--- config.mk ---
export PLATFORM = sky130hd
export DESIGN_NAME = button_conditioner
export DESIGN_NICKNAME = d
export VERILOG_FILES = /design/src/rtl/clock_pkg.sv /design/src/rtl/btn_debounce.sv /design/src/rtl/button_conditioner.sv
export SDC_FILE = /design/constraint.sdc
export NUM_CORES = 1
export LEC_CHECK = 0
export CAP_MARGIN = 20
export CORE_UTILIZATION = 50
export DETAILED_ROUTE_END_ITERATION = 7
export PLACE_DENSITY = 0.8
export SKIP_CTS_REPAIR_TIMING = 1
export SYNTH_ARGS = -nofsm -noshare
export SYNTH_HDL_FRONTEND = slang
export SYNTH_SLANG_ARGS = --single-unit
--- constraint.sdc ---
create_clock -name clk -period 1.3 [get_ports clk]
set_input_delay 0.26 -clock clk [delete_from_list [all_inputs] [get_ports clk]]
set_output_delay 0.26 -clock clk [all_outputs]
set_load 0.02 [all_outputs]
--- src/rtl/clock_pkg.sv ---
// Shared types and constants for the clock's button front end.
package clock_pkg;

    typedef enum logic [1:0] {
        IDLE    = 2'd0,
        PRESSED = 2'd1,
        REPEAT  = 2'd2
    } rpt_state_t;

    localparam int DEF_DEBOUNCE_CYCLES = 4;
    localparam int DEF_REPEAT_DELAY    = 8;
    localparam int DEF_REPEAT_PERIOD   = 2;

    // Channel order doubles as arbitration priority (lowest index wins).
    localparam int CH_MODE   = 0;
    localparam int CH_TIMER  = 1;
    localparam int CH_ALARM  = 2;
    localparam int CH_HOUR   = 3;
    localparam int CH_MINUTE = 4;
    localparam int CH_AM     = 5;
    localparam int NUM_CHAN  = 6;
    localparam int NUM_CMD   = 5;

    function automatic int max_int(input int a, input int b);
        return (a > b) ? a : b;
    endfunction

endpackage

--- src/rtl/btn_debounce.sv ---
// One button channel: 2-flop synchronizer, consecutive-difference counter,
// debounced stable level, and same-edge rise/fall strobes.
module btn_debounce
    import clock_pkg::*;
#(
    parameter int DEBOUNCE_CYCLES = DEF_DEBOUNCE_CYCLES
) (
    input  logic clk,
    input  logic reset,
    input  logic raw,
    output logic stable,
    output logic rise,
    output logic fall
);

    localparam int CNT_W = (DEBOUNCE_CYCLES < 2) ? 1 : $clog2(DEBOUNCE_CYCLES + 1);
    localparam logic [CNT_W-1:0] CNT_LAST = CNT_W'(DEBOUNCE_CYCLES - 1);

    logic             meta;
    logic             sync;
    logic [CNT_W-1:0] cnt;
    logic             flip;

    // rise/fall fire on the edge that updates stable, so the consumer can
    // register a pulse that lines up with the new stable level.
    assign flip = (sync != stable) && (cnt == CNT_LAST);
    assign rise = flip & sync;
    assign fall = flip & ~sync;

    always_ff @(posedge clk or posedge reset) begin
        if (reset) begin
            meta   <= 1'b0;
            sync   <= 1'b0;
            stable <= 1'b0;
            cnt    <= '0;
        end else begin
            meta <= raw;
            sync <= meta;
            if (sync == stable) begin
                cnt <= '0;
            end else if (flip) begin
                stable <= sync;
                cnt    <= '0;
            end else begin
                cnt <= cnt + CNT_W'(1);
            end
        end
    end

endmodule

--- src/rtl/button_conditioner.sv ---
// Conditions the clock's five push-buttons and AM/PM switch into one-hot command pulses.
// Define BUTTON_AUTOREPEAT_EN to enable hold-to-repeat on add_hour / add_minute.
module button_conditioner
    import clock_pkg::*;
#(
    parameter int DEBOUNCE_CYCLES = DEF_DEBOUNCE_CYCLES,
    parameter int REPEAT_DELAY    = DEF_REPEAT_DELAY,
    parameter int REPEAT_PERIOD   = DEF_REPEAT_PERIOD
) (
    input  logic clk,
    input  logic reset,
    input  logic raw_mode,
    input  logic raw_hour,
    input  logic raw_minute,
    input  logic raw_timer,
    input  logic raw_alarm,
    input  logic raw_am_mode,
    output logic mode_btn,
    output logic add_hour,
    output logic add_minute,
    output logic set_timer_btn,
    output logic set_alarm_btn,
    output logic AM_mode
);

    logic [NUM_CHAN-1:0] raw;
    logic [NUM_CHAN-1:0] stable;
    logic [NUM_CHAN-1:0] rise;
    logic [NUM_CHAN-1:0] fall;
    logic [NUM_CMD-1:0]  req;
    logic [NUM_CMD-1:0]  grant;

    assign raw = {raw_am_mode, raw_minute, raw_hour, raw_alarm, raw_timer, raw_mode};

    for (genvar i = 0; i < NUM_CHAN; i++) begin : g_chan
        btn_debounce #(
            .DEBOUNCE_CYCLES(DEBOUNCE_CYCLES)
        ) u_debounce (
            .clk   (clk),
            .reset (reset),
            .raw   (raw[i]),
            .stable(stable[i]),
            .rise  (rise[i]),
            .fall  (fall[i])
        );
    end

    assign req[CH_ALARM:CH_MODE] = rise[CH_ALARM:CH_MODE];

`ifdef BUTTON_AUTOREPEAT_EN
    localparam int RPT_W = $clog2(max_int(REPEAT_DELAY, REPEAT_PERIOD) + 1);
    localparam logic [RPT_W-1:0] RPT_MAX     = '1;
    localparam logic [RPT_W-1:0] DELAY_LAST  = RPT_W'(REPEAT_DELAY - 1);
    localparam logic [RPT_W-1:0] PERIOD_LAST = RPT_W'(REPEAT_PERIOD - 1);

    for (genvar a = CH_HOUR; a <= CH_MINUTE; a++) begin : g_rpt
        rpt_state_t       state;
        logic [RPT_W-1:0] cnt;
        logic             rpt_fire;

        assign rpt_fire = ((state == PRESSED) && (cnt == DELAY_LAST)) ||
                          ((state == REPEAT)  && (cnt == PERIOD_LAST));
        // A release on the same edge as a scheduled repeat cancels that repeat.
        assign req[a] = rise[a] | (rpt_fire & ~fall[a]);

        always_ff @(posedge clk or posedge reset) begin
            if (reset) begin
                state <= IDLE;
                cnt   <= '0;
            end else if (fall[a]) begin
                state <= IDLE;
                cnt   <= '0;
            end else begin
                case (state)
                    IDLE: begin
                        cnt <= '0;
                        if (rise[a]) state <= PRESSED;
                    end
                    PRESSED: begin
                        if (cnt == DELAY_LAST) begin
                            state <= REPEAT;
                            cnt   <= '0;
                        end else if (cnt != RPT_MAX) begin
                            cnt <= cnt + RPT_W'(1);
                        end
                    end
                    REPEAT: begin
                        if (cnt == PERIOD_LAST) begin
                            cnt <= '0;
                        end else if (cnt != RPT_MAX) begin
                            cnt <= cnt + RPT_W'(1);
                        end
                    end
                    default: begin
                        state <= IDLE;
                        cnt   <= '0;
                    end
                endcase
            end
        end
    end
`else
    assign req[CH_MINUTE:CH_HOUR] = rise[CH_MINUTE:CH_HOUR];
`endif

    // Fixed-priority pick; losers are dropped while their FSMs keep running.
    always_comb begin
        logic taken;
        grant = '0;
        taken = 1'b0;
        for (int i = 0; i < NUM_CMD; i++) begin
            if (req[i] && !taken) begin
                grant[i] = 1'b1;
                taken    = 1'b1;
            end
        end
    end

    always_ff @(posedge clk or posedge reset) begin
        if (reset) begin
            {add_minute, add_hour, set_alarm_btn, set_timer_btn, mode_btn} <= '0;
        end else begin
            {add_minute, add_hour, set_alarm_btn, set_timer_btn, mode_btn} <= grant;
        end
    end

    assign AM_mode = stable[CH_AM];

    logic unused_sigs;
    assign unused_sigs = &{1'b0, stable[NUM_CMD-1:0], rise[CH_AM], fall};

endmodule

==> reports/metrics.csv <==
metric,value,unit
register area share after synthesis,0.688,
area of the multi-input gates,474,µm²
Clock Latency Late Sink,340,ps
area growth from synthesis to layout,17.8,%
CP max FO,4,
die width,56.6,µm
register area,1030,µm²
initial antenna violation count,0,
setup TNS,0,ps
vias post-DR,764,
Power Internal,2200,µW
Peak supply drop,1.37,mV
Worst Path Arrival,1510,ps
CTS root buf,clkbuf_4,
die area,3210,µm²
startpoint types,flop,
Fin. Hold Viols,0,
Mapped Area,1490,µm²
Chip Height,56.6,µm
# H-tree levels,2,
diode count,0,
Clock Power Share,0.189,
CTS tree,built,
instance count of the mapped netlist,94,
DR WL/cell,14.1,µm
post-route ant nets,0,
largest area contributor in the netlist,dfrtp_1,
Final nets,129,
violation count after the first detailed-route iteration,9,
crit path time final,1240,ps
Mean Syn Cell Area,15.9,µm²
Final HPWL DP,1.45,mm
syn_nets,108,
Num CTS Buffers,5,
Max Clock Skew,6.04,ps
CP Cell Sequence,"ha_1, and4bb_4, nand3b_4, nor3b_2",
Final Power,3050,µW
post-place setup slack,59.6,ps
GPL Wtd Cong,0.723,
max_slew headroom,0.797,
sequential power share,0.562,
Starting Density,0.536,
Yosys top cell area share,0.688,
final worst-path cycle share,0.951,
logic gate share of total power,0.249,
Max Cap Violations,0,
Rows,19,
Vias per Instance,5.20,
layout cells sized above 1,0.164,
final setup margin,63.4,ps
worst path bufs/invs,0,
power per cell area,1740,nW/µm²
Clock Tree Buf Depth,2,
Crit Path Category,reg -> reg,
CP Capture Type,flop,
RSZ-0062 raised after global routing,no,
first-pass GRT wire length,3.71,mm
switching share of power,0.280,
final setup fails,0,
drc violations,0,
Final Util,0.632,
vias in the first global route,848,
Net Switching,854,µW
Placeable Area,2780,µm²
fmax,809,MHz
Area contributors post-synth,"dfrtp_1, ha_1, nor3b_1",
#FFs+latches synth,41,
Sink Count,41,
Crit-path slowest cell,dfrtp_1,
Leakage,0.000898,µW
cell family with most CP delay,simple AND/OR/NAND/NOR gates,
total wire length,2.08,mm
GRT Residual Overflow,0,
max-slew violations,0,
Hold WC Path Type,in -> async,
num ports,14,
hold slack final,296,ps
worst-margin pin slew,302,ps
status,finished clean,
"Distinct cells, synth",18,
Required @ worst endpoint,1570,ps
layout filler cell count,209,
total track usage,0.160,
IO buf count,13,
"Reg clk slew, reported paths",110,ps
drt first pass iters,3,
Critical Path Max Stage Delay,400,ps
synth warn,0,
largest net degree at the start of global routing,42,
==> cells in the mapped netlist <==
cell	number
mux2_2	6
nor3_1	5
and2b_1	2
nand2b_1	1
nand3b_1	2
nor3b_1	10
nor2_1	2
nor2b_1	6
xnor2_1	6
nor3b_2	1
nand4bb_1	1
ha_1	6
inv_1	1
nand4bb_2	1
and3b_1	1
nand3b_4	1
dfrtp_1	41
and4bb_4	1
==> cell families after synthesis <==
| logic type | after synthesis | synth area share |
|---|---|---|
| multiplexers | 6 | 0.0453 |
| buffers and inverters | 1 | 0.00251 |
| flip-flops | 41 | 0.688 |
| AND/OR/NAND/NOR | 34 | 0.179 |
| XOR/XNOR | 6 | 0.0352 |
| adder cells (fa/ha/maj) | 6 | 0.0503 |
==> layout make-up <==
type | instances | area share
Multi-Input combinational cell | 52 | 0.270
Clock buffer | 8 | 0.0278
Inverter | 1 | 0.00214
Sequential cell | 41 | 0.584
Timing Repair Buffer | 14 | 0.0940
Tap cell | 31 | 0.0221
==> per-layer routing <==
layer	GRT usage	wire length, µm	part of all wire
met5	0	0	0
met4	0.0627	44	0.021
met3	0.0691	86	0.041
met2	0.272	1100	0.53
met1	0.174	850	0.41
==> state kept, by name, indices dropped and copies added (netlist names) <==
name                      count
add_hour                      1
add_minute                    1
g_chan.u_debounce.cnt        18
g_chan.u_debounce.meta        6
g_chan.u_debounce.stable      6
g_chan.u_debounce.sync        6
mode_btn                      1
set_alarm_btn                 1
set_timer_btn                 1
==> placed cells by master (no fill, tap or decap), drive strengths merged <==
cell,instances
and2b,2
and3b,1
and4bb,1
buf,1
clkbuf,8
clkdlybuf4s50,7
dfrtp,41
dlymetal6s2s,6
ha,6
inv,1
mux2,6
nand2b,1
nand3b,3
nand4bb,2
nor2,2
nor2b,6
nor3,5
nor3b,11
xnor2,6
==> final timing paths <==
kind / from / endpoint / slack (ps) / cells after the start
hold reg to reg: g_chan[2].u_debounce.meta / g_chan[2].u_debounce.sync / 360 / 0
setup / recovery: g_chan[0].u_debounce.cnt[0] / add_minute / 60 / 4
hold / removal: reset / g_chan[3].u_debounce.meta / 300 / 3
min in group clk: raw_alarm / g_chan[2].u_debounce.meta / 360 / 1
setup reg to reg: g_chan[0].u_debounce.cnt[0] / add_minute / 60 / 4
max in group asynchronous: reset / g_chan[0].u_debounce.cnt[0] / 810 / 3
==> power groups by stage <==
stage	combinational, µW	clock (µW)	sequential [µW]
detailed placement	763	0	1740
global route	862	657	1750
finish	760	576	1710
global placement	712	0	1720
CTS	771	602	1720
floorplan	539	0	1730
==> worst register-to-register path, delay by kind of cell (launching register included) <==
| family | cells | cell delay, ps |
|---|---|---|
| simple gates | 3 | 550 |
| fa+ha+maj | 1 | 230 |
| flops | 1 | 400 |
==> stage by stage <==
step	area, µm²	instances
floorplan	1490	94
global placement	1680	139
detailed placement	1680	139
CTS	1730	147
global route	1760	147
finish	1760	147
Power figures use the tool's default switching activity.
